$ cat config.mk
export PLATFORM = sky130hd
export DESIGN_NAME = csrng_app_sequencer
export DESIGN_NICKNAME = d
export VERILOG_FILES = /design/src/rtl/csrng_app_sequencer.sv
export SDC_FILE = /design/constraint.sdc
export NUM_CORES = 1
export LEC_CHECK = 0
export ABC_CLOCK_PERIOD_IN_PS = 16000
export BUFFER_PORTS_ARGS = -buffer_cell sky130_fd_sc_hd__buf_2
export CORE_AREA = 2 2 264 266
export DETAILED_ROUTE_END_ITERATION = 6
export DIE_AREA = 0 0 266 268
export PLACE_DENSITY = 0.47
export SLEW_MARGIN = 40
export SYNTH_ARGS = -nofsm -noshare
export SYNTH_HDL_FRONTEND = slang
export SYNTH_SLANG_ARGS = --single-unit
$ cat constraint.sdc
create_clock -name clk_i -period 16 [get_ports clk_i]
set_input_delay 3.2 -clock clk_i [delete_from_list [all_inputs] [get_ports clk_i]]
set_output_delay 3.2 -clock clk_i [all_outputs]
set_load 0.03 [all_outputs]
$ cat src/rtl/csrng_app_sequencer.sv
// CSRNG application-port sequencer: UNI/INS bring-up, round-robin GEN service, periodic RES.
// Optional macro CSRNG_APP_SEQUENCER_FIPS_CHK_EN adds genbits_fips_i and discards non-FIPS words.
module csrng_app_sequencer #(
  parameter int NumReq         = 2,
  parameter int SeedWords      = 12,
  parameter int ReseedInterval = 16
) (
  input  logic                                            clk_i,
  input  logic                                            rst_i,
  input  logic                                            enable_i,
  input  logic [(SeedWords > 0 ? SeedWords*32 : 32)-1:0]  seed_i,
  input  logic [NumReq-1:0]                               req_i,
  output logic [NumReq-1:0]                               gnt_o,
  output logic [127:0]                                    data_o,
  output logic                                            ready_o,
  output logic                                            err_o,
  output logic                                            csrng_req_valid_o,
  input  logic                                            csrng_req_ready_i,
  output logic [31:0]                                     csrng_req_bus_o,
  input  logic                                            csrng_rsp_ack_i,
  input  logic                                            csrng_rsp_sts_i,
  input  logic                                            genbits_valid_i,
  input  logic [127:0]                                    genbits_bus_i,
`ifdef CSRNG_APP_SEQUENCER_FIPS_CHK_EN
  input  logic                                            genbits_fips_i,
`endif
  output logic                                            genbits_ready_o
);

  localparam int PtrW = (NumReq > 1) ? $clog2(NumReq) : 1;
  localparam logic [3:0]  LastWord = 4'((SeedWords > 0) ? SeedWords - 1 : 0);
  localparam logic [31:0] HdrUni   = 32'h0000_0005;
  localparam logic [31:0] HdrRes   = 32'h0000_0002;
  localparam logic [31:0] HdrGen   = 32'h0000_1003;
  localparam logic [31:0] HdrIns   = {20'h0, 4'(SeedWords), 4'h1};

  typedef enum logic [3:0] {
    IDLE, UNI_HDR, UNI_ACK, INS_HDR, INS_DATA, INS_ACK, READY,
    GEN_HDR, GEN_BITS, GEN_ACK, RES_HDR, RES_ACK, ERROR
  } state_e;

  state_e          state, state_d;
  logic [3:0]      word_idx, word_idx_d;
  logic [7:0]      reseed_cnt;
  logic [PtrW-1:0] ptr, winner, rr_winner;
  logic            req_xfer, gb_xfer, deliver, word_ok, retry_last;

  assign req_xfer = csrng_req_valid_o & csrng_req_ready_i;
  assign gb_xfer  = genbits_valid_i & genbits_ready_o;
  assign deliver  = (state == GEN_BITS) & gb_xfer & word_ok;

`ifdef CSRNG_APP_SEQUENCER_FIPS_CHK_EN
  logic [3:0] retry_cnt;
  assign word_ok    = genbits_fips_i;
  assign retry_last = (retry_cnt == 4'd3);
`else
  assign word_ok    = 1'b1;
  assign retry_last = 1'b0;
`endif

  // Farthest candidate first so the one nearest the pointer overrides it.
  always_comb begin
    rr_winner = ptr;
    for (int i = NumReq - 1; i >= 0; i--) begin
      if (req_i[(int'(ptr) + i) % NumReq]) rr_winner = PtrW'((int'(ptr) + i) % NumReq);
    end
  end

  // NOTE: every variable gets a default before the case so no latch is inferred.
  always_comb begin
    state_d    = state;
    word_idx_d = word_idx;
    unique case (state)
      IDLE:     if (enable_i) state_d = UNI_HDR;
      UNI_HDR:  if (req_xfer) state_d = UNI_ACK;
      UNI_ACK:  if (csrng_rsp_ack_i) state_d = csrng_rsp_sts_i ? ERROR : INS_HDR;
      INS_HDR: begin
        if (req_xfer) begin
          state_d    = (SeedWords == 0) ? INS_ACK : INS_DATA;
          word_idx_d = '0;
        end
      end
      INS_DATA: begin
        if (req_xfer) begin
          if (word_idx == LastWord) state_d = INS_ACK;
          else word_idx_d = word_idx + 1'b1;
        end
      end
      INS_ACK:  if (csrng_rsp_ack_i) state_d = csrng_rsp_sts_i ? ERROR : READY;
      READY: begin
        if (!enable_i) state_d = IDLE;
        else if (reseed_cnt == 8'(ReseedInterval)) state_d = RES_HDR;
        else if (|req_i) state_d = GEN_HDR;
      end
      GEN_HDR:  if (req_xfer) state_d = GEN_BITS;
      GEN_BITS: begin
        if (gb_xfer) begin
          if (csrng_rsp_ack_i && csrng_rsp_sts_i) state_d = ERROR;
          else if (!word_ok) state_d = retry_last ? ERROR : GEN_HDR;
          else if (csrng_rsp_ack_i) state_d = READY;
          else state_d = GEN_ACK;
        end else if (csrng_rsp_ack_i) begin
          state_d = ERROR;
        end
      end
      GEN_ACK:  if (csrng_rsp_ack_i) state_d = csrng_rsp_sts_i ? ERROR : READY;
      RES_HDR:  if (req_xfer) state_d = RES_ACK;
      RES_ACK:  if (csrng_rsp_ack_i) state_d = csrng_rsp_sts_i ? ERROR : READY;
      ERROR:    if (!enable_i) state_d = IDLE;
      default:  state_d = IDLE;
    endcase
  end

  // NOTE: state and every output are registers updated with non-blocking assignments,
  // and the asynchronous reset clears all of them in the same cycle it asserts.
  always_ff @(posedge clk_i or posedge rst_i) begin
    if (rst_i) begin
      state             <= IDLE;
      word_idx          <= '0;
      reseed_cnt        <= '0;
      ptr               <= '0;
      winner            <= '0;
      gnt_o             <= '0;
      data_o            <= '0;
      ready_o           <= 1'b0;
      err_o             <= 1'b0;
      csrng_req_valid_o <= 1'b0;
      csrng_req_bus_o   <= '0;
      genbits_ready_o   <= 1'b0;
`ifdef CSRNG_APP_SEQUENCER_FIPS_CHK_EN
      retry_cnt         <= '0;
`endif
    end else begin
      state    <= state_d;
      word_idx <= word_idx_d;

      if (state_d == READY && (state == INS_ACK || state == RES_ACK)) reseed_cnt <= '0;
      else if (state_d == READY && (state == GEN_BITS || state == GEN_ACK)) reseed_cnt <= reseed_cnt + 1'b1;

      if (state == READY && state_d == GEN_HDR) winner <= rr_winner;

      gnt_o <= '0;
      if (deliver) begin
        gnt_o  <= NumReq'(1) << winner;
        data_o <= genbits_bus_i;
        ptr    <= (winner == PtrW'(NumReq - 1)) ? '0 : winner + 1'b1;
      end

`ifdef CSRNG_APP_SEQUENCER_FIPS_CHK_EN
      if (state == READY) retry_cnt <= '0;
      else if (state == GEN_BITS && gb_xfer) retry_cnt <= word_ok ? '0 : retry_cnt + 1'b1;
`endif

      ready_o           <= (state_d == READY);
      err_o             <= (state_d == ERROR);
      genbits_ready_o   <= (state_d == GEN_BITS);
      csrng_req_valid_o <= (state_d inside {UNI_HDR, INS_HDR, INS_DATA, GEN_HDR, RES_HDR});
      unique case (state_d)
        UNI_HDR:  csrng_req_bus_o <= HdrUni;
        INS_HDR:  csrng_req_bus_o <= HdrIns;
        INS_DATA: csrng_req_bus_o <= seed_i[32*int'(word_idx_d) +: 32];
        GEN_HDR:  csrng_req_bus_o <= HdrGen;
        RES_HDR:  csrng_req_bus_o <= HdrRes;
        default:  csrng_req_bus_o <= '0;
      endcase
    end
  end

endmodule
# Word-level counts from Yosys, hierarchy flattened
# Cells that the tools add are included.
totals:
  regBits: 184
  latchBits: 0
  ramBits: 0
  mem_bits_ro: 0
  input_bits: 521
  out_inout_bits: 166
  elab_cells: 93
  mem_count: 0
op_classes:
  addsub: 4
  mul: 0
  n_div: 0
  n_lt_le_gt_ge: 2
  eq_ne: 22
  shift: 2
  mux: 36
  n_bitwise: 4
  n_reduce_logical: 11
op_table:
  columns: ["op", "count"]
  rows:
  - ["$shiftx A384 B10 Y32", 1]
  - ["$pmux W32 S5", 1]
  - ["$mux W4", 22]
  - ["$pmux W4 S11", 1]
  - ["$eq A4 B4 Y1 const B", 9]
  - ["$eq A4 B3 Y1 const B", 7]
  - ["$mux W8", 2]
  - ["$eq A4 B2 Y1 const B", 3]
  - ["$add A8 B1 Y8 const B", 1]
  - ["$eq A4 B1 Y1 const B", 2]
  - ["$eq A8 B5 Y1 const B", 1]
  - ["$mux W1", 8]
  - ["$pmux W4 S2", 1]
  - ["$reduce_bool A5 Y1", 1]
  - ["$add A4 B1 Y4 const B", 1]
  - ["$logic_and A1 B1 Y1", 4]
  - ["$logic_not A4 Y1", 1]
  - ["$and A1 B1 Y1", 3]
  - ["$lt A2 B3 Y1 const B", 1]
  - ["$reduce_or A3 Y1", 1]
  - ["$add A1 B1 Y1 const B", 2]
  - ["$logic_or A1 B1 Y1", 2]
  - ["$lt A1 B2 Y1 const B", 1]
  - ["$mux W2", 1]
  - ["4 further kinds", 4]

# Longest topological paths before layout
logic_depth:
  ltp_word: 9
  depth_mapped: 13

# Worst setup path after synthesis
# OpenSTA, ideal clock, no wires.
synth_path:
  path_kind: "input-to-reg"
  start: "in csrng_rsp_ack_i"
  end: "reg csrng_req_bus_o[13]"
  setup_time_ps: 82
  arrival_ps: 5544
  t_required_ps: 15918
  setup_slack_ps: 10374
  cell_stages: 12
  path_cell_list: "buf_2 > nor2b_4 > a221oi_2 > o22ai_1 > or3_1 > buf_2 > or4_1 > buf_2 > or2_1 > buf_6 > buf_6 > o22ai_1"
synth_via:
  elab_chain_len: 6
  word_cells_on_any_way: 14
  classes_between: "eq/ne: 5; mux: 8; reduce/logical: 1"
synth_rtl:
  columns: ["element", "line", "text"]
  rows:
  - ["from (decl)", "20", "input logic csrng_rsp_ack_i,"]
  - ["$mux W4 or $logic_and A1 B1 Y1 (tied branches)", "100, 98", null]
  - ["$mux W4", "98", "if (csrng_rsp_ack_i && csrng_rsp_sts_i) state_d = ERROR;"]
  - ["$mux W4", "97", "if (gb_xfer) begin"]
  - ["$pmux W4 S11 (*)", "73", "unique case (state)"]
  - ["named net state_d[0]", "42", "state_e state, state_d;"]
  - ["$eq A4 B4 Y1, or another cell as far along", "158", "unique case (state_d)"]
  - ["$pmux W32 S5 (*)", "158", null]
  - ["to (signal assigned)", "159", "UNI_HDR: csrng_req_bus_o <= HdrUni;"]
  - ["to (signal assigned)", "160", "INS_HDR: csrng_req_bus_o <= HdrIns;"]
  - ["to (signal assigned)", "161", "INS_DATA: csrng_req_bus_o <= seed_i[32*int'(word_idx_d) +: 32];"]
  - ["to (decl)", "19", "output logic [31:0] csrng_req_bus_o,"]
# Mark *: on every way through the listed nets, which the timed path passes. The rest lies on a longest branch.
# A chain may end at the register's enable or synchronous reset.

# Worst setup path after layout
layout_path:
  start: "in csrng_req_ready_i"
  end: "reg csrng_req_bus_o[0]"
layout_via:
  elab_chain_len: 5
  word_cells_on_any_way: 17
  classes_between: "eq/ne: 5; shift: 1; mux: 10; bitwise: 1"
layout_rtl:
  columns: ["element", "line", "text"]
  rows:
  - ["from (decl)", "18", "input logic csrng_req_ready_i,"]
  - ["$and A1 B1 Y1 (*)", "48", "assign req_xfer = csrng_req_valid_o & csrng_req_ready_i;"]
  - ["$mux W4 (on tied branches)", null, null]
  - ["$pmux W4 S2 or $pmux W4 S11 (tied branches)", "73", null]
  - ["$shiftx A384 B10 Y32, or another cell as far along", "161", null]
  - ["$pmux W32 S5 (*)", "158", null]
  - ["to (signal assigned)", "159", null]
  - ["to (signal assigned)", "161", null]
  - ["to (signal assigned)", "162", "GEN_HDR: csrng_req_bus_o <= HdrGen;"]
# Every way passes the cells marked *; elsewhere a longest branch is shown, timed or not.

==> results by group <==
CTS
  – CTS Sinks: 184
  – H-tree levels: 4
  – Worst-Skew Late Latency: 480 ps
  – Hold buffers post-CTS: 0
  – Setup Buffers After CTS: 0
  – Clock-pin slew on the worst setup and hold paths: 90 ps
  – Total CTS buffers: 17
  – Clock root buffer: clkbuf_16
  – Clock buffer depth: 2
  – Cts repair resizes: 0
  – CTS tree: built

Power
  – Pleak: 8.798 nW
  – Pwr Density: 156.9 mW/mm^2
  – Peak supply drop: 0.08404 mV

Placement
  – RePlAce Congestion: 0.8578
  – IO buf count: 686
  – Placed inst area: 0.01540 mm^2
  – HPWL Detailed: 46.33 mm
  – Pre-CTS WS: 9384 ps

Synth
  – Top FF cell, synth: dfrtp_1
  – Mapped Avg Cell Area: 7.464 um^2
  – FFs w/ async S/R, synth: 1.000
  – Mapped cell area: 0.01120 mm^2
  – Post-synth EDFFs: 0
  – Post-synthesis sequential area ratio: 0.4113
  – Seq cells post-synth: 184
  – Unique masters post-synth: 74
  – Syn Nets: 2,024
  – Yosys Warn Count: 0
  – Gate Count Post-Synth: 1,500

Route
  – # DRC: 0
  – Routed Antenna Nets: 0
  – Initial DRC Count: 919
  – Drt pass-1 iters: 6
  – Routed vias: 13.34k
  – Total wire length: 58.64 mm
  – Vias per Instance: 4.431
  – Routed len/inst: 19.48 um

Die
  – Initial Utilization: 0.1641
  – # rows: 96
  – Die Span Y: 268 um
  – DIE WIDTH: 266 um
  – Total I/O pin count: 687
  – Core area: 0.06823 mm^2
  – Area of the die: 0.07129 mm^2

STA
  – Final setup viols: 0
  – Relative slew slack: 0.4584
  – Worst Tran Pin Value: 812.3 ps
  – Final setup margin: 9845 ps
  – Hold Worst Slack: 449.6 ps
  – Pins Over Slew Limit: 0
  – Hold Vio Cnt, Final: 0
  – Period utilization: 0.3847
  – Setup_tns: 0 ps
  – Skew final: 22.77 ps
  – RSZ-0062 raised after global routing: no
  – Peak Freq: 162.5 MHz
  – Fin crit period: 6155 ps

Worst setup path
  – Crit-path max cell delay: 730 ps
  – Crit-path most repeated cell: buf_4
  – Crit path DAT: 6580 ps
  – R2r worst-path depth: 11
  – Critical Path End Type: flop
  – Required time of the worst setup path: 16,430 ps
  – Setup CP Type: input port to flop
  – Critical-path top delay cell: buf_4
  – Worst path cell trace: buf_2 > and2_1 > a211oi_4 > buf_4 > nor3_2 > buf_4 > buf_4 > nand2_1 > and3_1 > a2111oi_0 > a211o_1
  – R2r startpoint: word_idx[0]$_DFF_PP0_
  – FF-to-FF End: csrng_req_bus_o[0]$_DFF_PP0_
  – Crit path max fanout: 69
  – CP Launch Type: input port
  – Flop-to-flop setup slack: 11,470 ps

Hold path
  – Endpoint, Worst Hold: gnt_o[0]$_DFF_PP0_
  – Min-Delay Path Class: flop to flop
  – Hold path depth: 1
  – Hold Startpoint: winner$_DFFE_PP0P_

GRT
  – Initial antenna violation count: 30
  – Number of global-route vias before repair: 12.78k
  – Tot GR Track Use: 0.1563
  – Largest net degree at the start of global routing: 90
  – Global route overflow: 0
  – First-pass GRT wire length: 82.99 mm

Run
  – Max-capacitance violation count: 0

Layout
  – Layout Utilization: 0.2354
  – Cell area after layout: 0.01606 mm^2
  – Layout Area Growth over Synthesis: 43.47%
  – Layout cell share with drive strength beyond 1: 0.3642
  – Fill count: 7,764
  – Fin nets: 2,628

Outcome
  – Status: complete, no violations
[cell type report]
cell class / count / area, um^2 / area share
antenna: 11 / 27.53 / 0.001714
clock buffer: 18 / 439.2 / 0.02734
clock inverter: 14 / 172.7 / 0.01075
inverter: 17 / 76.32 / 0.004752
multi-input combinational: 1177 / 6021 / 0.3748
sequential: 184 / 4604 / 0.2866
tap: 882 / 1104 / 0.06870
timing repair buffer: 707 / 3618 / 0.2253
[stage by stage]
stage,std cells,total power [W]
3_3_place_gp,2965,0.002063
4_1_cts,2998,0.002534
6_report,3010,0.002520
5_1_grt,3010,0.002698
3_5_place_dp,2966,0.002059
2_1_floorplan,1500,0.001597
[sequential cells by signal, summed over array words and instances, names as in the netlist]
signal	count
csrng_req_bus_o	32
err_o	1
csrng_req_valid_o	1
word_idx	4
ptr	1
gnt_o	2
genbits_ready_o	1
state	4
data_o	128
winner	1
ready_o	1
reseed_cnt	8
[layout by cell type (no fill, tap or decap), types with 8 or more instances in the layout]
master / Yosys / layout
nand2_1: 687 / 687
buf_2: 33 / 686
dfrtp_1: 184 / 184
a21oi_1: 60 / 60
nand3_1: 59 / 59
nor2_1: 29 / 29
o22ai_1: 28 / 28
a211oi_1: 29 / 28
a31oi_1: 27 / 27
nor4b_1: 26 / 26
a311oi_1: 26 / 26
o21ai_0: 20 / 20
mux2i_1: 17 / 17
clkbuf_16: 0 / 17
buf_4: 5 / 17
nor3_1: 15 / 14
o31ai_1: 12 / 12
mux2_2: 12 / 12
diode_2: 0 / 11
inv_1: 12 / 10
a222oi_1: 9 / 9
nor2b_1: 8 / 8
[critical path, delay by kind of cell]
family / cells / cell delay (ps)
buffers and inverters: 4 / 1640
AOI/OAI and AO/OA: 3 / 720
and+or+nand+nor: 4 / 920
[power by group]
| group | switching [W] | total [W] | internal [W] |
|---|---|---|---|
| logic | 0.000963 | 0.00139 | 0.000430 |
| registers | 0.0000909 | 0.000669 | 0.000578 |
| clock network | 0.000241 | 0.000457 | 0.000217 |
[how the worst max path moves through the flow]
stage                           start                      endpoint  slack [ps]  cells past startpoint
global route        csrng_req_ready_i  csrng_req_bus_o[0]$_DFF_PP0_        9580                     11
CTS                 csrng_req_ready_i  csrng_req_bus_o[0]$_DFF_PP0_        9900                     11
global placement    csrng_req_ready_i  csrng_req_bus_o[0]$_DFF_PP0_        9370                     11
detailed placement  csrng_req_ready_i  csrng_req_bus_o[0]$_DFF_PP0_        9380                     11
floorplan                       rst_i  csrng_req_bus_o[0]$_DFF_PP0_        7800                      1
finish              csrng_req_ready_i  csrng_req_bus_o[0]$_DFF_PP0_        9850                     11
[cells in the mapped netlist, drive strengths merged (3+ instances only)]
cell     instances  area share
nand2          687        0.23
dfrtp          184        0.41
clkbuf          72       0.024
a21oi           60       0.027
nand3           59       0.026
buf             50       0.025
a211oi          30       0.021
nor2            29      0.0097
o22ai           28       0.016
a31oi           27       0.015
nor4b           27       0.022
a311oi          26       0.020
o21ai           22      0.0098
mux2i           17       0.015
inv             16      0.0054
nor3            15      0.0067
mux2            14       0.014
o31ai           12      0.0080
a222oi           9      0.0080
nor2b            9      0.0057
nand2b           8      0.0047
a2111oi          7      0.0055
and2             7      0.0039
and3             7      0.0039
nand3b           6      0.0040
o2bb2ai          6      0.0047
a22oi            5      0.0034
a211o            4      0.0031
or3              4      0.0022
a21o             3      0.0020
a221oi           3      0.0029
and3b            3      0.0023
ha               3      0.0034
o2111ai          3      0.0023
o211ai           3      0.0025
or4              3      0.0020
[logic make-up after synthesis]
kind of cell,after synthesis,synth area share
AND/OR/NAND/NOR,876,0.3337
flip-flops,184,0.4113
AO/OA/AOI/OAI,267,0.1671
adder cells (fa/ha/maj),3,0.003353
multiplexers,31,0.02928
buffers and inverters,139,0.05532
[metal layers]
metal	vias to the layer above	wire, um	global-route usage
li1	6353	-	-
met1	6264	23880	0.1898
met2	639	28330	0.2596
met3	74	4874	0.04673
met4	8	1507	0.06089
met5	-	51	0
Note: power is estimated with default switching activity, not from simulation.
